## src/rtl/fifo_arbiter_mux_pkg.sv

```systemverilog
// fifo_arbiter_mux_pkg: shared state type, priority index and round-robin search helper
package fifo_arbiter_mux_pkg;
  typedef enum logic {IDLE, LOCKED} state_t;
  localparam int PRIO_IDX = 0;
  function automatic int rr_next(input logic [31:0] req, input int ptr, input int n);
    int idx;
    rr_next = 0;
    for (int i = 30; i >= 0; i--)
      if (i < n - 1) begin
        idx = ptr + i >= n ? ptr + i - (n - 1) : ptr + i;
        if (req[idx]) rr_next = idx;
      end
  endfunction
endpackage

```

## src/rtl/fifo_arbiter_mux_obuf.sv

```systemverilog
// fifo_arbiter_mux_obuf: 2-entry first-word-fall-through buffer between source and output pops
module fifo_arbiter_mux_obuf #(
  parameter int DW = 32
) (
  input  logic          BUS_CLK,
  input  logic          BUS_RST_N,
  input  logic          push,
  input  logic [DW-1:0] push_data,
  input  logic          pop,
  output logic [DW-1:0] head,
  output logic [1:0]    count
);
  logic [DW-1:0] mem [2];
  logic rd_ptr, wr_ptr, do_push, do_pop;
  assign do_push = push & (count != 2'd2);
  assign do_pop = pop & (count != 2'd0);
  assign head = mem[rd_ptr];
  always_ff @(posedge BUS_CLK)
    if (!BUS_RST_N) begin
      mem <= '{default: '0};
      rd_ptr <= 1'b0;
      wr_ptr <= 1'b0;
      count <= 2'd0;
    end else begin
      if (do_push) mem[wr_ptr] <= push_data;
      wr_ptr <= wr_ptr ^ do_push;
      rd_ptr <= rd_ptr ^ do_pop;
      count <= count + {1'b0, do_push} - {1'b0, do_pop};
    end
endmodule

```

## src/rtl/fifo_arbiter_mux.sv

```systemverilog
// fifo_arbiter_mux: burst-locked priority/round-robin arbiter muxing source FIFOs into one output FIFO
module fifo_arbiter_mux
  import fifo_arbiter_mux_pkg::*;
#(
  parameter int N_SRC     = 5,
  parameter int DW        = 32,
  parameter int MAX_BURST = 16,
  parameter int CW        = 32
) (
  input  logic                BUS_CLK,
  input  logic                BUS_RST_N,
  input  logic [N_SRC-1:0]    SRC_EMPTY,
  input  logic [N_SRC*DW-1:0] SRC_DATA,
  output logic [N_SRC-1:0]    SRC_READ,
  input  logic                PREEMPT_REQ,
  input  logic                OUT_READ,
  output logic                OUT_EMPTY,
  output logic [DW-1:0]       OUT_DATA,
  output logic [N_SRC-1:0]    GRANT,
  output logic [CW-1:0]       WORD_CNT
);
  localparam int IW = N_SRC > 1 ? $clog2(N_SRC) : 1;
  localparam int BW = $clog2(MAX_BURST + 1);
  state_t state;
  logic [IW-1:0] g_idx, rr_ptr;
  logic [BW-1:0] burst_cnt;
  logic [1:0] count;
  logic space, popped, out_pop, release_grant;
  logic [DW-1:0] push_data;
  logic [N_SRC-1:0] req;
  int rr_pick;
  assign space = count != 2'd2;
  assign SRC_READ = GRANT & ~SRC_EMPTY & {N_SRC{space && state == LOCKED && BUS_RST_N}};
  assign popped = |SRC_READ;
  assign OUT_EMPTY = count == 2'd0;
  assign out_pop = OUT_READ & ~OUT_EMPTY;
  assign req = ~SRC_EMPTY & (PREEMPT_REQ ? N_SRC'(1) << PRIO_IDX : '1);
  assign rr_pick = rr_next(32'(req), int'(rr_ptr), N_SRC);
  assign release_grant = ~|(GRANT & ~SRC_EMPTY) | (popped && int'(burst_cnt) + 1 == MAX_BURST) |
                         (PREEMPT_REQ && int'(g_idx) != PRIO_IDX);
  always_comb begin
    push_data = '0;
    for (int i = 0; i < N_SRC; i++) push_data |= SRC_DATA[i*DW +: DW] & {DW{SRC_READ[i]}};
  end
  always_ff @(posedge BUS_CLK)
    if (!BUS_RST_N) begin
      state <= IDLE;
      GRANT <= '0;
      g_idx <= '0;
      rr_ptr <= IW'(1);
      burst_cnt <= '0;
      WORD_CNT <= '0;
    end else begin
      WORD_CNT <= WORD_CNT + CW'(out_pop);
      if (state == IDLE) begin
        if (req[PRIO_IDX] || rr_pick != 0) begin
          state <= LOCKED;
          g_idx <= req[PRIO_IDX] ? IW'(PRIO_IDX) : IW'(rr_pick);
          GRANT <= req[PRIO_IDX] ? N_SRC'(1) << PRIO_IDX : N_SRC'(1) << rr_pick;
          burst_cnt <= '0;
        end
      end else if (release_grant) begin
        state <= IDLE;
        GRANT <= '0;
        if (int'(g_idx) != PRIO_IDX) rr_ptr <= int'(g_idx) == N_SRC - 1 ? IW'(1) : g_idx + 1'b1;
      end else begin
        burst_cnt <= burst_cnt + BW'(popped);
      end
    end
  fifo_arbiter_mux_obuf #(.DW(DW)) u_obuf (
    .BUS_CLK   (BUS_CLK),
    .BUS_RST_N (BUS_RST_N),
    .push      (popped),
    .push_data (push_data),
    .pop       (out_pop),
    .head      (OUT_DATA),
    .count     (count)
  );
endmodule
```

## config.mk

```make
export PLATFORM = sky130hd
export DESIGN_NAME = fifo_arbiter_mux
export DESIGN_NICKNAME = d
export VERILOG_FILES = /design/src/rtl/fifo_arbiter_mux_pkg.sv /design/src/rtl/fifo_arbiter_mux_obuf.sv /design/src/rtl/fifo_arbiter_mux.sv
export SDC_FILE = /design/constraint.sdc
export NUM_CORES = 1
export LEC_CHECK = 0
export CAP_MARGIN = 25
export CELL_PAD_IN_SITES_DETAIL_PLACEMENT = 1
export CELL_PAD_IN_SITES_GLOBAL_PLACEMENT = 1
export CORE_UTILIZATION = 32
export DETAILED_ROUTE_END_ITERATION = 12
export GPL_ROUTABILITY_DRIVEN = 0
export PLACE_DENSITY_LB_ADDON = 0.12
export SLEW_MARGIN = 20
export SYNTH_ARGS = -nofsm -noshare
export SYNTH_HDL_FRONTEND = slang
export SYNTH_SLANG_ARGS = --single-unit
```

## constraint.sdc

```tcl
create_clock -name BUS_CLK -period 4.3 [get_ports BUS_CLK]
set_input_delay 1.075 -clock BUS_CLK [delete_from_list [all_inputs] [get_ports BUS_CLK]]
set_output_delay 1.075 -clock BUS_CLK [all_outputs]
set_load 0.02 [all_outputs]
```

# == Word-level counts from Yosys, hierarchy flattened ==
# Cells that the tools add are included.
# totals
reg_bits,117
latchBits,0
mem_bits_rw,0
romBits,0
out_inout_bits,75
word_cells,122
mem_count,0
# classes
addsub,13
n_mul,0
div_mod_pow,0
n_lt_le_gt_ge,11
eq_ne,5
n_shift,1
mux,39
n_bitwise,24
n_reduce_logical,18
# op_table
operator,count
32-bit 2-to-1 mux,12
32-bit AND,5
"32-bit by 7-bit less-than comparator with 1-bit output, second input constant",4
32-bit bitwise OR,4
"32-bit by 4-bit greater-or-equal comparator with 1-bit output, second input constant",3
"32-bit by 4-bit subtractor with 32-bit output, second input constant",3
64-bit bitwise mux,1
5-bit 2-to-1 mux,8
32-bit by 1-bit adder with 32-bit output,1
32-bit demux with 1-bit select,1
32-bit nonzero test,1
"1-bit by 32-bit << shifter with 5-bit output, first input constant",1
1-bit binary-select mux with 5-bit select,4
5-bit AND,3
1-bit 2-to-1 mux,11
5-bit OR reduction,2
"3-bit by 2-bit adder with 4-bit output, second input constant",2
"5-bit by 1-bit adder with 6-bit output, second input constant",1
"6-bit by 5-bit == test with 1-bit output, second input constant",1
3-bit 2-to-1 mux,2
2-bit AND reduction,3
5-bit by 1-bit adder with 5-bit output,1
1-bit logical AND,5
5-bit inverter,1
other kinds (22),31

# == Depth between registers and ports, before layout ==
# Gate-level depths: netlist (run 1).
# logic_depth
depth_word,14
ltp_mapped,13
mapped_depth_nobuf,12

# == Hierarchy ==
# From an unflattened synthesis (run 1), not the netlist that was laid out.
# unflattened
cells_unflattened,811
area_unflattened_um2,6970.4
# by_module_without_submodules
module,instances,cells_each,area_each_um2,seq_area_each_um2
fifo_arbiter_mux,1,492,3791.1,980.9
fifo_arbiter_mux_obuf,1,319,3179.3,1361.3

# == Worst setup path before layout (run 1) ==
# Ideal clock, no wire load.
# synth_timing
path_kind,in2out
start,input BUS_RST_N
end,output SRC_READ[0]
arrival_time_ns,2.174
required_ns,3.225
setup_slack_ns,1.051
stages,5
n_path_buf,2
cell_sequence,and2_1 clkbuf_2 o21ai_1 nor2_1 clkbuf_1
# synth_via
elab_chain_len,2
# synth_rtl
item,line_no,text
from (decl),fifo_arbiter_mux.sv:11,"input logic BUS_RST_N,"
1-bit logical AND,fifo_arbiter_mux.sv:33,assign SRC_READ = GRANT & ~SRC_EMPTY & {N_SRC{space && state == LOCKED && BUS_RST_N}};
5-bit AND,fifo_arbiter_mux.sv:33,
to (decl),fifo_arbiter_mux.sv:14,"output logic [N_SRC-1:0] SRC_READ,"
# Every way passes these cells.

# == Worst setup path in the final report (run 1) ==
# layout_timing
start,input BUS_RST_N
end,output SRC_READ[1]
# The elaborated chain is that of the path after synthesis.

==> metrics, run 1 <==
status completed; pre-CTS setup slack 0.244 ns; setup ws final 0.249 ns; Die ar. 0.0207 sq mm; Post-Synth Adder-Cell Area 3.88%; post-synthesis simple-gate area fraction 21.7%; number of antenna-violating nets in the routed design 0; Tot Pwr 3170 uW; Clock Tree Root clkbuf_16; clk sink count 117; number of flops mapped to enable cells by yosys 0; Core Region 0.0196 sq mm; post-route setup TNS 0 ns; Leak Pwr 0.00350 uW; antenna violations before repair 0; IO Pins 244; Psw 861 uW; Worst Tran Pin Value 0.928 ns; most common cell after layout, fill and taps aside clkdlybuf4s50_1; clk slew on worst S/H paths 0.06 ns; largest fanout on the critical path 7; Synth cell types 64; most used cell, CP clkdlybuf4s50_1; reg-to-reg endpoint state; vias per std cell 5.14; largest net degree at the start of global routing 65; Post-Route WL 22.6 mm; Final min period 4.05 ns; final hold vios 0; Syn Area/Cell 8.35 sq um; hold path start burst_cnt[4]; final setup vio count 0; most frequent cells in the layout 243 x clkdlybuf4s50_1, 116 x dfxtp_1, 112 x nor2_1; register area share after synthesis 36.4%; Avg WL per Cell 17.8 um; CP Data Arrival Time 2.98 ns; GRT overflow 0; Hold Path Sink burst_cnt[4]; largest family of logic cells by synthesized area compound AO/OA/AOI/OAI gates; CP Data Required Time 3.22 ns; multiplexer share of the synthesized area 6.08%; Horiz. Die Dim 144 um; H-tree Lvls 4; critical path class in2out; post-synthesis xor/xnor area fraction 4.08%; Post-Syn Area 0.00644 sq mm; DP Area 0.00915 sq mm; Peak VDD IR 0.000229 V; CTS tree done; CP Launch Type input port; first-pass GRT wire length 34.5 mm; Cells after Synth 772; Ant. Diodes 0; Clock Latency Late Sink 0.41 ns; initial DRC count 291; RR Startpoint rr_ptr[1]; fin nets 1185; worst relative slew slack 38.2%; P_int 2310 uW; r2r worst-path depth 12; GRT Util Overall 21.7%; Syn Nets 961; combinational power share 17.0%; power density cells 325 mW/mm^2; Worst path max stage delay 0.65 ns; Flop pwr share 38.2%; crit end category output pin; Sw Share 27.2%; min-delay worst type reg2reg; Compound-Gate Fraction of Synth Area 23.5%; CTS Buffer Depth 2; DP HPWL 16.7 mm; Yosys warnings 0; vias in the first global route 6433; share of the synthesized area in the top cell type 36.4%; leading post-synthesis cells by cell area dfxtp_1 36%, a211oi_1 7.9%, nor2_1 6.8%; row count 51; top_reg_cell synth dfxtp_1; Final Skew 0.0160 ns; Setup Buffers After CTS 0; crit-path cells clkdlybuf4s50_1 > and2_1 > o21ai_1 > nor2_2 > clkdlybuf4s50_1; # fillers 2323; starting density of the core 32.9%; FF-to-FF setup slack 1.12 ns; first drt pass iteration count 4; cts bufs inserted 17; Crit-path slowest cell clkdlybuf4s50_1; DRC Markers 0; fmax 247 MHz; layout cell share with drive strength beyond 1 10.4%; final core occ 49.7%; die height 144 um; Crit. Startpoint BUS_RST_N; Async SR Flop Fraction 0%; layout overhead on the synthesized area 51.3%; clock share of power 44.8%; Final Cycle Share 94.2%; cts repair resizes 0; RSZ-0062 raised after global routing false; final slew viol count 0; via count 6542; hold path cells 1; flops & latches, synth 117; design area 0.00975 sq mm; Post-CTS Hold Fix Bufs 0; area leader, netlist dfxtp_1; Port Buffers 243; MaxCap Viol Count 0
layer usage:
metal	routed length, um	track usage, %	vias up
met5	0	0	-
met4	165	5.21	0
met1	9720	26.6	3127
li1	-	-	3262
met2	11400	37.7	142
met3	1300	5.33	11
cells in the mapped netlist, drive strengths merged, types with 9 or more instances:
library cell and n:
nand2 99, a211oi 68, xor2 21, nor2 117, a21oi 12, mux2 33, a221oi 33, and2 9
inv 18, o21ai 19, xnor2 9, nand2b 11, clkbuf 46, nand3 11, dfxtp 117, a22oi 38
nand4 9, ha 20
cell families (layout without fill, tap and decap cells):
| group | Yosys count | after routing |
|---|---|---|
| multiplexers | 35 | 35 |
| AND/OR/NAND/NOR | 299 | 299 |
| XOR/XNOR | 30 | 30 |
| buffers and inverters | 72 | 309 |
| AO/OA/AOI/OAI | 199 | 199 |
| flip-flops | 117 | 117 |
| adder cells (fa/ha/maj) | 20 | 20 |
metrics by stage:
step | hold WS, ns | instances
3_3_place_gp | 0.457 | 1242
4_1_cts | 0.466 | 1274
2_1_floorplan | 0.431 | 772
5_1_grt | 0.484 | 1274
3_5_place_dp | 0.454 | 1242
6_report | 0.466 | 1274
cell type report:
class / instances / area [sq um] / area share, %
multi-input combinational: 583 / 3830 / 39.3
timing repair buffer: 259 / 2580 / 26.4
sequential: 117 / 2340 / 24.0
clock buffer: 17 / 425 / 4.37
tap: 265 / 332 / 3.40
clock inverter: 15 / 170 / 1.75
inverter: 18 / 68.8 / 0.706
power groups by stage:
stage | Sequential [uW] | Combinational, uW | Clock (uW)
after floorplan | 1170 | 304 | 0
after global placement | 1240 | 535 | 0
after detailed placement | 1240 | 544 | 0
after CTS | 1210 | 546 | 1450
after global routing | 1220 | 583 | 1500
final | 1210 | 539 | 1420
worst max path at each step:
| stage | end | depth (start not counted) |
|---|---|---|
| after CTS | SRC_READ[1] | 5 |
| final | SRC_READ[1] | 5 |
| after detailed placement | SRC_READ[1] | 5 |
| after global routing | SRC_READ[4] | 5 |
| after global placement | SRC_READ[1] | 5 |
| after floorplan | SRC_READ[0] | 5 |
critical path, delay by kind of cell:
kind | cells | cell delay (ns)
buf+inv | 2 | 1.19
simple gates | 2 | 0.45
compound gates | 1 | 0.26
flip-flops by register name, summed over array words and instances (netlist names):
| register | count |
|---|---|
| state | 1 |
| u_obuf.mem | 64 |
| g_idx | 3 |
| rr_ptr | 3 |
| u_obuf.wr_ptr | 1 |
| GRANT | 5 |
| WORD_CNT | 32 |
| u_obuf.rd_ptr | 1 |
| u_obuf.count | 2 |
| burst_cnt | 5 |
Power figures use the tool's default switching activity.
==> run 2: changes to the inputs <==
--- a/config.mk
+++ b/config.mk
@@ -8,11 +8,10 @@
 export CAP_MARGIN = 25
 export CELL_PAD_IN_SITES_DETAIL_PLACEMENT = 1
 export CELL_PAD_IN_SITES_GLOBAL_PLACEMENT = 1
-export CORE_UTILIZATION = 32
+export CORE_UTILIZATION = 35
 export DETAILED_ROUTE_END_ITERATION = 12
 export GPL_ROUTABILITY_DRIVEN = 0
 export PLACE_DENSITY_LB_ADDON = 0.12
-export SLEW_MARGIN = 20
 export SYNTH_ARGS = -nofsm -noshare
 export SYNTH_HDL_FRONTEND = slang
 export SYNTH_SLANG_ARGS = --single-unit
==> constraint.sdc (replaced) <==
create_clock -name BUS_CLK -period 4.9 [get_ports BUS_CLK]
set_input_delay 1.225 -clock BUS_CLK [delete_from_list [all_inputs] [get_ports BUS_CLK]]
set_output_delay 1.225 -clock BUS_CLK [all_outputs]
set_load 0.02 [all_outputs]
==> metrics, run 2 (synthesis results as in run 1) <==
Horiz. Die Dim 138 um; pre-CTS setup slack 0.596 ns; CTS Buffer Depth 2; Clock Tree Root clkbuf_16; RSZ-0062 raised after global routing false; Port Buffers 243; GRT Util Overall 23.6%; Die ar. 0.0190 sq mm; final hold vios 0; first drt pass iteration count 5; Non-Filler Instances 1235; most common cell after layout, fill and taps aside clkdlybuf4s50_1; Ant. Diodes 0; Post-Route WL 22.6 mm; row count 49; DP HPWL 16.4 mm; largest net degree at the start of global routing 72; metal3 WL 1.16 mm; vias per std cell 5.33; WHS 0.476 ns; worst relative slew slack 36.2%; setup ws final 0.585 ns; Post-CTS Hold Fix Bufs 0; clk sink count 117; largest registers u_obuf.mem x64, WORD_CNT x32; M1 WL 10.1 mm; H-tree Lvls 4; # fillers 2164; cts repair resizes 0; min-delay worst type reg2reg; DRC Markers 0; design area 0.00969 sq mm; clk slew on worst S/H paths 0.05 ns; Final Cycle Share 88.1%; status completed; CP Data Required Time 3.67 ns; Final Skew 0.00939 ns; antenna violations before repair 0; placed insts 1203; post-route setup TNS 0 ns; most frequent cells in the layout 243 x clkdlybuf4s50_1, 116 x dfxtp_1, 112 x nor2_1; fin nets 1182; largest reg by FF count u_obuf.mem; CP Launch Type input port; die height 138 um; GRT overflow 0; Final min period 4.32 ns; power density cells 291 mW/mm^2; crit end category output pin; DP Area 0.00908 sq mm; Clock Latency Late Sink 0.42 ns; MaxCap Viol Count 0; CTS tree done; fmax 232 MHz; Worst Tran Pin Value 0.956 ns; final slew viol count 0; IO Pins 244; Peak VDD IR 0.000269 V; WL met2 11.1 mm; largest fanout on the critical path 7; starting density of the core 35.7%; layout cell share with drive strength beyond 1 10.1%; Setup Buffers After CTS 0; cts bufs inserted 17; final setup vio count 0; via count 6585; CP Data Arrival Time 3.09 ns; footprint of the multi-input gates 0.00383 sq mm; first-pass GRT wire length 34.3 mm; layout overhead on the synthesized area 50.4%; initial DRC count 291; vias in the first global route 6486; critical path class in2out; max reg flops 64; Avg WL per Cell 18.3 um; Core Region 0.0180 sq mm; max layer used met4; number of antenna-violating nets in the routed design 0; Leak Pwr 0.00349 uW; Register Area 0.00234 sq mm
==> run 2: cell types whose count changed in the layout (fill, tap and decap cells not counted), sizes merged <==
cell / change
buf: -3
bufinv: +1
clkinv: +1
clkinvlp: +1
inv: -3
==> run 2: path summary, 6_finish.rpt <==
path	startpoint	endpoint	slack, ns	depth (start not counted)
max	BUS_RST_N	SRC_READ[1]	0.58	5
min	burst_cnt[4]	burst_cnt[4]	0.48	1
max reg2reg	rr_ptr[0]	state	1.59	11
min reg2reg	burst_cnt[4]	burst_cnt[4]	0.48	1
==> run 2: metrics by stage <==
step	power (uW)	utilization (%)
2_1_floorplan	1300	-
3_3_place_gp	1550	50.4
3_5_place_dp	1560	50.4
4_1_cts	2840	53.7
5_1_grt	2930	53.7
6_report	2820	53.7
==> run 2: area by class of cell <==
class	count	share of cell area [%]
tap	229	2.96
multi-input combinational	583	39.5
clock buffer	17	4.39
inverter	18	0.697
sequential	117	24.2
clock inverter	15	1.86
timing repair buffer	256	26.4
==> run 2: where the power goes <==
part / internal [uW] / switching [uW]
Sequential: 986 / 80.7
Combinational: 277 / 194
Clock: 802 / 476
==> run 2: critical path, cell delays in order <==
cell,delay [ns]
clkdlybuf4s50_1,0.51
and2_1,0.16
o21ai_1,0.24
nor2_2,0.23
clkdlybuf4s50_1,0.72
==> run 2: routing by layer <==
layer	up-vias	GRT usage (%)
li1	3246	-
met1	3157	30.0
met2	164	40.0
met3	18	4.78
met4	0	6.72
met5	-	0
==> run 3: changes to the inputs <==
--- a/config.mk
+++ b/config.mk
@@ -10,7 +10,6 @@
 export CELL_PAD_IN_SITES_GLOBAL_PLACEMENT = 1
 export CORE_UTILIZATION = 35
 export DETAILED_ROUTE_END_ITERATION = 12
-export GPL_ROUTABILITY_DRIVEN = 0
 export PLACE_DENSITY_LB_ADDON = 0.12
 export SYNTH_ARGS = -nofsm -noshare
 export SYNTH_HDL_FRONTEND = slang
==> results of run 3 <==
Same layout as run 2: the final DEF is identical, and so are final timing and power.
